[src/rtl/iob_mem_arbiter.sv]
// Two-requester arbiter sharing one native memory port between the CPU
// instruction bus (requester 0) and data bus (requester 1); one transaction in flight.
module iob_mem_arbiter #(
  parameter int ADDR_W    = 32,
  parameter int DATA_W    = 32,
  parameter int DBUS_PRIO = 0
) (
  input  logic                  clk,
  input  logic                  rst,

  input  logic                  i_valid,
  input  logic [ADDR_W-1:0]     i_addr,
  input  logic [DATA_W-1:0]     i_wdata,
  input  logic [DATA_W/8-1:0]   i_wstrb,
  output logic                  i_ready,
  output logic [DATA_W-1:0]     i_rdata,

  input  logic                  d_valid,
  input  logic [ADDR_W-1:0]     d_addr,
  input  logic [DATA_W-1:0]     d_wdata,
  input  logic [DATA_W/8-1:0]   d_wstrb,
  output logic                  d_ready,
  output logic [DATA_W-1:0]     d_rdata,

  output logic                  m_valid,
  output logic [ADDR_W-1:0]     m_addr,
  output logic [DATA_W-1:0]     m_wdata,
  output logic [DATA_W/8-1:0]   m_wstrb,
  input  logic                  m_ready,
  input  logic [DATA_W-1:0]     m_rdata,

  output logic                  busy,
  output logic                  grant
);

  typedef enum logic [0:0] {
    IDLE = 1'b0,
    BUSY = 1'b1
  } state_t;

  state_t state;
  logic   last;
  logic   next_grant;

  // Ties go to dbus when prioritised, otherwise to whoever was not served last.
  always_comb begin
    next_grant = d_valid;
    if (i_valid && d_valid)
      next_grant = (DBUS_PRIO != 0) ? 1'b1 : ~last;
  end

  always_ff @(posedge clk) begin
    if (!rst) begin
      state <= IDLE;
      grant <= 1'b0;
      last  <= 1'b1;
    end else begin
      case (state)
        IDLE: begin
          if (i_valid || d_valid) begin
            state <= BUSY;
            grant <= next_grant;
          end
        end
        BUSY: begin
          if (m_ready) begin
            state <= IDLE;
            last  <= grant;
          end
        end
        default: state <= IDLE;
      endcase
    end
  end

  assign busy    = (state == BUSY);
  assign m_valid = busy;

  always_comb begin
    m_addr  = '0;
    m_wdata = '0;
    m_wstrb = '0;
    if (busy) begin
      if (grant) begin
        m_addr  = d_addr;
        m_wdata = d_wdata;
        m_wstrb = d_wstrb;
      end else begin
        m_addr  = i_addr;
        m_wdata = i_wdata;
        m_wstrb = i_wstrb;
      end
    end
  end

  // m_ready outside BUSY is a stray pulse and is never forwarded.
  assign i_ready = busy && m_ready && !grant;
  assign d_ready = busy && m_ready &&  grant;
  assign i_rdata = m_rdata;
  assign d_rdata = m_rdata;

endmodule
[config.mk]
export PLATFORM = sky130hd
export DESIGN_NAME = iob_mem_arbiter
export DESIGN_NICKNAME = d
export VERILOG_FILES = /design/src/rtl/iob_mem_arbiter.sv
export SDC_FILE = /design/constraint.sdc
export NUM_CORES = 1
export LEC_CHECK = 0
export BUFFER_PORTS_ARGS = -buffer_cell sky130_fd_sc_hd__buf_4
export CORE_AREA = 3 3 119 121
export DETAILED_ROUTE_END_ITERATION = 10
export DIE_AREA = 0 0 122 124
export PLACE_DENSITY = 0.55
export SYNTH_ARGS = -nofsm -noshare
export SYNTH_HDL_FRONTEND = slang
export SYNTH_SLANG_ARGS = --single-unit
[constraint.sdc]
create_clock -name clk -period 2.52 [get_ports clk]
set_input_delay 0.378 -clock clk [delete_from_list [all_inputs] [get_ports clk]]
set_output_delay 0.378 -clock clk [all_outputs]
set_load 0.03 [all_outputs]
# [After elaboration in Yosys (flattened, before gate mapping)]
# Cells that the tools add are included.
[word_totals] out_inout_bits=137 ff_bits=3 elab_cells=23 input_bits=173
[op_classes] bitwise=2 mux=10 reduce_logical=8
[ops] cell="$mux 32" n=4
[ops] cell="$mux 4" n=2
[ops] cell="$logic_and 1x1->1" n=4
[ops] cell="$reduce_and 2->1" n=2
[ops] cell="$mux 1" n=3
[ops] cell="$not 1->1" n=2
[ops] cell="$pmux 1 s2" n=1
[ops] cell="$logic_not 1->1" n=1
[ops] cell="$logic_or 1x1->1" n=1

# [Logic depth before layout (Yosys ltp)]
[logic_depth] depth_word=3 mapped_depth=5 depth_no_buf=3

# [Least setup slack after synthesis]
# No wires, ideal clock.
[synth_path] kind="reg-to-output" startpoint="register state, in the netlist busy" endpoint="output port m_addr[0]" arrival_ns=1.398 setup_slack_ns=0.744 path_stages_with_launch=4 path_buffers=2 path_cell_list="dfxtp_1 > buf_4 > clkbuf_1 > nor2b_1"
[synth_between] elab_chain_len=1
[synth_lines] element="start: declaration" line="41" text="state_t state;"
[synth_lines] element="start signal: assignment" line="54" text="state <= IDLE;"
[synth_lines] element="start signal: assignment" line="61" text="state <= BUSY;"
[synth_lines] element="start signal: assignment" line="67" text="state <= IDLE;"
[synth_lines] element="$mux 32" line="83" text="if (busy) begin"
[synth_lines] element="end: declaration" line="26" text="output logic [ADDR_W-1:0] m_addr,"
# No other way between the ends.

# [Final worst setup path]
[layout_path] startpoint="register grant" endpoint="output port m_wdata[19]"
[layout_between] elab_chain_len=2
[layout_lines] element="start: declaration" line="33" text="output logic grant"
[layout_lines] element="start signal: assignment" line="62" text="grant <= next_grant;"
[layout_lines] element="$mux 32" line="84" text="if (grant) begin"
[layout_lines] element="$mux 32" line="83"
[layout_lines] element="end: declaration" line="27" text="output logic [DATA_W-1:0] m_wdata,"
# No other way between the ends.

==> results.cfg <==
[clocking]
cts.clk_slew.worst_paths_ps = 30
clkSinkCount = 3
cts_buffer_depth = 2
ctsRootBufferMaster = clkbuf_16
cts_tree = yes
post_cts_buffers = 0
htree_levels = 1
clk_latency_ps = 220
cts-resized-gates = 0
postCtsHoldBufs = 0
numCtsBuffers = 3

[global_routing]
grt_max_degree = 32
grt_usage = 0.0788
overflow = 0
grt_pass1_vias = 1960
grt_pass1_wl_microns = 9470
antenna_found_initial = 0

[route]
drc = 0
drt-total-wl_microns = 7060
viasPerCell = 3.65
wl_per_cell_microns = 12.9
drt.antenna.violating_nets = 0
dr.pass1.iters = 4
drt-initial-drc-count = 21
vias = 1998

[timing]
slew-limit-headroom = 0.765
rsz0062_at_grt = no
min_period_ps = 2000
setup_viol = 0
max_freq_mhz = 501
finalMaxSlewViolations = 0
fin_skew_ps = 1.12
tns_ps = 0
post-route-period-util = 0.792
hold_viol = 0
worst_pin_slew_ps = 353

[critical_path]
required_ps = 2140
cpMaxStageDelayCell = dfxtp_4
crit_arrival_ps = 1620
reg2reg_from = busy
rrSetupSlack_ps = 1490
reg2reg_depth = 3
crit_cells = 4
slowest_delay_ps = 550
crit_buf_inv = 2
crit_chain = buf_12 > mux2i_1 > nor2b_1 > buf_4
startpoint = grant
reg2reg_to = last
crit_family = flip-flops
worst-setup-path-type = reg -> out
endpoint_kind = output pin
cp-start-kind = register
setup.worst_path.end = m_wdata[19]
crit_fanout = 26

[synthesis]
ys_types = 18
ys_ff_latch = 3
netlist_instances = 231
ys_seq_area_frac = 0.0320
synth-edff-count = 0
synth_top_area_frac = 0.362
synth_area_leaders = mux2i_1 36%, buf_4 26%, nor2b_1 23%, buf_8 4.8%, dfxtp_1 3.2%
synth_top_flop_cell = dfxtp_1
synth_nets = 404
synth_area_sq_mm = 0.00188
synth_top_area_cell = mux2i_1
yosysWarnings = 0
synthArstFlopShare = 0
ys_top_cells_by_count = 68 x mux2i_1, 68 x nor2b_1, 66 x buf_4
synth.avg_cell_area_sq_um = 8.14

[die]
start_util = 0.142
pin_count = 310
die_w_microns = 122
core_sq_mm = 0.0132
num_rows = 42
dieArea_sq_mm = 0.0151
die_height_microns = 124

[pwr]
p_per_area_mw_per_mm2 = 313
vdd_drop_max_mv = 0.134
p_leak_nw = 1.51

[final_layout]
n_antenna_cell = 0
syn_to_final_growth_pct = 69.9
layout-drive-gt1-share = 0.604
fillCellCount = 1430
layout.nets = 545
fin_area_sq_mm = 0.00319

[outcome]
status = finished, final reports clean

[placed_design]
io_buffers = 213
dpl-instance-area_sq_mm = 0.00311
place_congestion = 0.692
post-dp-hpwl_microns = 6020

[run]
maxCapViolations = 0

[hold_path]
holdCritPathClass = in -> reg
-- cells by family (layout without fill, tap and decap cells) --
family | after synthesis | after routing | synth area share
buffers and inverters | 82 | 222 | 0.345
AND/OR/NAND/NOR | 74 | 74 | 0.244
multiplexers | 68 | 68 | 0.362
AO/OA/AOI/OAI | 4 | 4 | 0.0166
flip-flops | 3 | 3 | 0.0320
-- worst register-to-register path, cell delays in order, from the launching register on --
cell and delay [ps]:
dfxtp_2 530, nand2_1 180, a21oi_2 160, nand2_1 50
-- report_power, final --
| group | internal [W] | total [W] | switching (W) |
|---|---|---|---|
| logic | 0.000350 | 0.000676 | 0.000326 |
| registers | 0.0000518 | 0.0000705 | 0.0000187 |
| clock network | 0.000209 | 0.000253 | 0.0000442 |
-- layout make-up --
class	instances	area (sq um)	area share
timing repair buffer	217	1650	0.518
multi-input combinational	146	1170	0.367
tap	176	220	0.0690
inverter	1	3.75	0.00118
sequential	3	65.1	0.0204
clock buffer	4	78.8	0.0247
-- through the flow --
stage	cells	setup WS, ps	hold WS [ps]	util	power [W]
3_5_place_dp	543	707	460	0.236	0.000756
6_report	547	523	333	0.242	0.000999
3_3_place_gp	543	717	452	0.236	0.000748
5_1_grt	547	435	332	0.242	0.00106
4_1_cts	547	467	330	0.242	0.00101
2_1_floorplan	231	744	440	-	0.000639
-- worst min path at each step --
stage	start	endpoint	slack (ps)	cells past startpoint
detailed placement	last	last	460	2
global route	rst	last	330	2
global placement	last	last	450	2
finish	rst	last	330	2
floorplan	rst	last	440	1
CTS	rst	last	330	2
-- cell usage in the layout (no fill, tap or decap) --
cell type	count
dfxtp_4	1
o21ai_1	1
dfxtp_2	1
a21oi_2	1
buf_4	215
mux2i_1	68
clkbuf_16	3
and3_4	1
clkbuf_1	1
o311a_1	1
nor2_1	1
nand3b_1	1
a21boi_0	1
buf_12	2
inv_1	1
nor2b_1	68
dfxtp_1	1
nand2_1	3
-- routing by layer --
layer	share of wire	routed length, microns	up-vias	global-route usage
li1	-	-	972	-
met1	0.26	1870	845	0.0625
met2	0.56	3980	144	0.169
met3	0.14	990	37	0.0236
met4	0.032	224	0	0.0399
met5	0	0	-	0
-- state kept, by name, summed over array words and instances (netlist names) --
| signal | flops |
|---|---|
| last | 1 |
| busy | 1 |
| grant | 1 |
Power figures use the tool's default switching activity.
